$ cat src/rtl/rope_grab_controller.sv
// Rope grab arbitration and swing scheduler: picks the one rope the monkey hangs on,
// forwards that rope's speed, enforces a re-grab cooldown on release, and pulses swing reversals.
module rope_grab_controller #(
  parameter int unsigned ROPES           = 6,
  parameter int unsigned SWING_FRAMES    = 60,
  parameter int unsigned COOLDOWN_FRAMES = 15
) (
  input  logic                      clk,
  input  logic                      resetN,
  input  logic                      startOfFrame,
  input  logic [ROPES-1:0]          monkeyCollision,
  input  logic [ROPES*32-1:0]       ropeSpeeds,
  input  logic                      jumpReq,
  output logic                      hanging,
  output logic [$clog2(ROPES)-1:0]  ropeIdx,
  output logic [31:0]               carrySpeed,
  output logic                      grabPulse,
  output logic [ROPES-1:0]          dirToggle
);

  localparam int unsigned IW = $clog2(ROPES);
  localparam int unsigned FW = (SWING_FRAMES > 1) ? $clog2(SWING_FRAMES) : 1;
  localparam int unsigned CW = $clog2(COOLDOWN_FRAMES + 1);

  typedef enum logic [1:0] {
    ST_FREE,
    ST_HANGING,
    ST_COOLDOWN
  } state_e;

  state_e             state_q, state_d;
  logic [FW-1:0]      frame_cnt_q, frame_cnt_d;
  logic [CW-1:0]      cool_cnt_q, cool_cnt_d;
  logic               hanging_q, hanging_d;
  logic [IW-1:0]      rope_idx_q, rope_idx_d;
  logic [31:0]        carry_q, carry_d;
  logic               grab_q, grab_d;
  logic [ROPES-1:0]   dir_q, dir_d;

  logic [ROPES-1:0]   cand_mask;
  logic [IW-1:0]      winner;
  logic               cand_any;

  function automatic logic [31:0] speed_of(input logic [IW-1:0] idx);
    return ropeSpeeds[32*int'(idx) +: 32];
  endfunction

  // The released rope is masked only while cooling down; FREE accepts any rope.
  always_comb begin
    cand_mask = monkeyCollision;
    if (state_q == ST_COOLDOWN) begin
      cand_mask = monkeyCollision & ~(ROPES'(1) << rope_idx_q);
    end
    winner   = '0;
    cand_any = 1'b0;
    for (int unsigned i = 0; i < ROPES; i++) begin
      if (cand_mask[i] && !cand_any) begin
        winner   = IW'(i);
        cand_any = 1'b1;
      end
    end
  end

  always_comb begin
    state_d    = state_q;
    cool_cnt_d = cool_cnt_q;
    hanging_d  = hanging_q;
    rope_idx_d = rope_idx_q;
    carry_d    = carry_q;
    grab_d     = 1'b0;

    case (state_q)
      ST_FREE: begin
        hanging_d = 1'b0;
        carry_d   = '0;
        if (cand_any) begin
          state_d    = ST_HANGING;
          hanging_d  = 1'b1;
          rope_idx_d = winner;
          carry_d    = speed_of(winner);
          grab_d     = 1'b1;
        end
      end

      ST_HANGING: begin
        if (jumpReq) begin
          state_d    = ST_COOLDOWN;
          hanging_d  = 1'b0;
          carry_d    = '0;
          cool_cnt_d = CW'(COOLDOWN_FRAMES);
        end else begin
          hanging_d = 1'b1;
          carry_d   = speed_of(rope_idx_q);
        end
      end

      ST_COOLDOWN: begin
        hanging_d = 1'b0;
        carry_d   = '0;
        // A grab on another rope wins over the countdown in the same cycle.
        if (cand_any) begin
          state_d    = ST_HANGING;
          hanging_d  = 1'b1;
          rope_idx_d = winner;
          carry_d    = speed_of(winner);
          grab_d     = 1'b1;
          cool_cnt_d = '0;
        end else if (startOfFrame) begin
          if (cool_cnt_q == CW'(1)) begin
            state_d    = ST_FREE;
            cool_cnt_d = '0;
          end else begin
            cool_cnt_d = cool_cnt_q - CW'(1);
          end
        end
      end

      default: begin
        state_d    = ST_FREE;
        hanging_d  = 1'b0;
        carry_d    = '0;
        cool_cnt_d = '0;
      end
    endcase
  end

  always_comb begin
    frame_cnt_d = frame_cnt_q;
    dir_d       = '0;
    if (startOfFrame) begin
      if (frame_cnt_q == FW'(SWING_FRAMES - 1)) begin
        frame_cnt_d = '0;
        dir_d       = '1;
      end else begin
        frame_cnt_d = frame_cnt_q + FW'(1);
      end
    end
  end

  always_ff @(posedge clk) begin
    if (!resetN) begin
      state_q     <= ST_FREE;
      frame_cnt_q <= '0;
      cool_cnt_q  <= '0;
      hanging_q   <= 1'b0;
      rope_idx_q  <= '0;
      carry_q     <= '0;
      grab_q      <= 1'b0;
      dir_q       <= '0;
    end else begin
      state_q     <= state_d;
      frame_cnt_q <= frame_cnt_d;
      cool_cnt_q  <= cool_cnt_d;
      hanging_q   <= hanging_d;
      rope_idx_q  <= rope_idx_d;
      carry_q     <= carry_d;
      grab_q      <= grab_d;
      dir_q       <= dir_d;
    end
  end

  assign hanging    = hanging_q;
  assign ropeIdx    = rope_idx_q;
  assign carrySpeed = carry_q;
  assign grabPulse  = grab_q;
  assign dirToggle  = dir_q;

endmodule

$ cat config.mk
export PLATFORM = sky130hd
export DESIGN_NAME = rope_grab_controller
export DESIGN_NICKNAME = d
export VERILOG_FILES = /design/src/rtl/rope_grab_controller.sv
export SDC_FILE = /design/constraint.sdc
export NUM_CORES = 1
export LEC_CHECK = 0
export CAP_MARGIN = 15
export CELL_PAD_IN_SITES_DETAIL_PLACEMENT = 0
export CELL_PAD_IN_SITES_GLOBAL_PLACEMENT = 2
export CORE_ASPECT_RATIO = 1.1
export CORE_MARGIN = 3
export CORE_UTILIZATION = 25
export CTS_BUF_LIST = sky130_fd_sc_hd__clkbuf_2
export CTS_CLUSTER_DIAMETER = 60
export DETAILED_ROUTE_END_ITERATION = 10
export GPL_TIMING_DRIVEN = 0
export PLACE_DENSITY_LB_ADDON = 0.3
export SETUP_SLACK_MARGIN = 0.02
export SLEW_MARGIN = 20
export SYNTH_ARGS = -nofsm -noshare
export SYNTH_HDL_FRONTEND = slang
export SYNTH_SLANG_ARGS = --single-unit
$ cat constraint.sdc
create_clock -name clk -period 6.04 [get_ports clk]
set_clock_uncertainty 0.1 [all_clocks]
set_input_delay 0.604 -clock clk [delete_from_list [all_inputs] [get_ports clk]]
set_output_delay 0.604 -clock clk [all_outputs]
set_load 0.005 [all_outputs]
==> impl_metrics.toml <==
[cells_and_area]
fillers = 2056
final_layout_size_suffix_gt1_frac = 0.121
fin_area_um2 = 8010
areaGrowthSynthToFinish_pct = 53.6
nets = 1078

[grt]
grt_overflow_total = 0
antenna_found_initial = 1
grt_pass1_wl_um = 36000
grt_max_degree = 17
track_usage = 0.206
first_global_vias = 6287

[logic_synthesis]
synth_area_leaders = "dfxtp_1 (19%), mux4_2 (14%), mux2i_1 (9.8%)"
synth_top_area_cell = "dfxtp_1"
syn_nets = 828
synthDistinctLibCells = 63
synth_area_um2 = 5220
synth-seq-cells = 50
netlist_instances = 618
synth_edf_count = 0
ys_seq_area_frac = 0.192
synth_warnings = 0
async_flop_share = 0
yosysTopAreaCellShare = 0.192
synth_ff_type = "dfxtp_1"
synth_most_common_cell = "nor2_1"
synth_common_cells = "nor2_1 (64), mux2i_1 (51), dfxtp_1 (50)"
syn-mean-instance-area_um2 = 8.44

[clock_network]
cts_max_level = 2
clock_sinks = 50
hold_buffers = 0
tritoncts = "yes"
clockBufferDepth = 2
cts_made_buffers = 5
cts_resized = 0
clockRootBuffer = "clkbuf_2"
path_clk_slew_ns = 0.31
clk_latency_ns = 0.52
cts_setup_buffers = 0

[sta]
setup_viol = 0
rsz0062_at_grt = "false"
fmaxAchievable_mhz = 330
slew_headroom = 0.427
final-hold-violation-count = 0
slew_viol_final = 0
fin_crit_sh = 0.501
fin_ws_ns = 3.01
setup_tns_ns = 0
worst_pin_slew_ns = 0.854
fin_crit_ns = 3.03

[placed_design]
dpl_cell_area_um2 = 7960
place_hpwl_um = 19000
port_buffers = 243
post-place-ws_ns = 2.83
globalplace.congestion = 0.871

[detailed_routing]
wl_per_cell_um = 22.0
drcViolationCount = 0
drtPass1Iterations = 5
drt_iter0_markers = 366
antenna_left = 0
vias = 6164
drt-vias-per-instance = 5.49
wl_um = 24700

[die]
rows = 54
coreArea_um2 = 20100
initial_core_util = 0.259
die_w_um = 144
io_pins = 245
die_y_um = 157
dieArea_um2 = 22600

[pwr]
p_int_uw = 985
p_seq_frac = 0.254
power.switching_uw = 699
switching_share = 0.415
power_density_nw_per_um2 = 210
p_clk_frac = 0.100
vdd_ir_drop_max_uv = 70.7
p_leak_nw = 2.95
p_comb_frac = 0.646

[critical_path]
crit_arrival_ns = 3.40
worst-setup-path-type = "flop to flop"
r2r_start = "state_q[0]$_SDFFE_PN0P_"
cp.required_ns = 6.41
startpoint_type = "flop"
critPathMaxFanout = 10
critPathLaunch = "state_q[0]$_SDFFE_PN0P_"
cp-end-kind = "flop"

[run]
maxCapViolCount = 0

[run_status]
status = "finished, final reports clean"

[min_path]
hold_path_class = "input pin to flop"
hp-start = "startOfFrame"
-- worst max-delay path, stage by stage (launching register included) --
cell	delay, ns
dfxtp_1	0.49
inv_1	0.09
ha_1	0.32
nor3b_4	0.22
a21oi_2	0.33
nor3_4	0.13
nor3_2	0.38
clkbuf_1	0.53
o21ai_0	0.19
o21ai_1	0.18
-- kinds of logic (layout without fill, tap and decap cells) --
kind of cell / Yosys count / count (layout) / synth area share
and+or+nand+nor: 142 / 142 / 0.131
other: 0 / 1 / 0
muxes: 86 / 86 / 0.244
buffers and inverters: 98 / 349 / 0.0883
adders and majority gates: 8 / 8 / 0.0192
xor gates and xnor gates: 3 / 3 / 0.00504
AOI/OAI and AO/OA: 231 / 231 / 0.321
DFF: 50 / 50 / 0.192
-- layout by cell type, fill, tap and decap left out, types with 3 or more instances in the layout --
| cell type | instances |
|---|---|
| o221ai_1 | 5 |
| nand2_2 | 3 |
| a21oi_1 | 43 |
| buf_6 | 5 |
| mux4_2 | 32 |
| clkbuf_2 | 5 |
| o2bb2ai_1 | 15 |
| nand2_1 | 43 |
| a21o_1 | 3 |
| o22ai_1 | 32 |
| nor2_1 | 64 |
| nand3_1 | 4 |
| buf_4 | 8 |
| clkbuf_1 | 25 |
| a221o_1 | 17 |
| nor2b_1 | 3 |
| ha_1 | 8 |
| o21ai_1 | 33 |
| dfxtp_1 | 50 |
| clkdlybuf4s50_1 | 243 |
| o21a_1 | 3 |
| o21ai_0 | 21 |
| a32o_1 | 15 |
| buf_2 | 20 |
| nand2b_1 | 4 |
| inv_1 | 40 |
| mux2i_1 | 51 |
| o31ai_1 | 18 |
| o221ai_2 | 10 |
-- area by class of cell --
class	count	area, µm²	area share
sequential	50	1000	0.125
multi-input combinational	470	3750	0.469
timing repair buffer	243	2430	0.304
buffer	58	310	0.0387
clock inverter	3	20.0	0.00250
tap	252	315	0.0394
clock buffer	5	25.0	0.00312
antenna	1	2.50	0.000312
inverter	40	150	0.0187
-- registers in the layout, summed over array words and instances, names as in the netlist --
name	cells
carrySpeed	32
cool_cnt_q	4
dirToggle	1
frame_cnt_q	6
grabPulse	1
hanging	1
ropeIdx	3
state_q	2
-- final timing paths --
kind	endpoint	slack, ns	depth (start not counted)
min	frame_cnt_q[0]$_SDFFE_PN0P_	0.42	3
max	carrySpeed[6]$_SDFF_PN0_	3.01	9
max reg2reg	carrySpeed[6]$_SDFF_PN0_	3.01	9
min reg2reg	cool_cnt_q[1]$_SDFFE_PN0P_	0.42	2
-- power groups by stage --
stage / Clock [mW] / Combinational [mW] / Sequential [mW]
floorplan: 0 / 0.619 / 0.435
global placement: 0 / 1.08 / 0.436
detailed placement: 0 / 1.09 / 0.435
CTS: 0.176 / 1.09 / 0.429
global route: 0.190 / 1.17 / 0.434
finish: 0.168 / 1.09 / 0.428
-- stage by stage --
step	total power, mW	hold WS (ns)	util	std cells
after floorplan	1.05	0.358	-	618
after global placement	1.51	0.367	0.395	1113
after detailed placement	1.52	0.383	0.395	1113
after CTS	1.70	0.386	0.398	1121
after global routing	1.80	0.410	0.398	1122
final	1.68	0.417	0.398	1122
-- metal layers --
layer	track usage	vias to the layer above	wire (µm)
met5	0	-	0
met4	0.0641	0	473
met3	0.0444	30	2050
met2	0.343	314	11600
met1	0.265	2955	10500
li1	-	2865	-
Power figures use the tool's default switching activity.
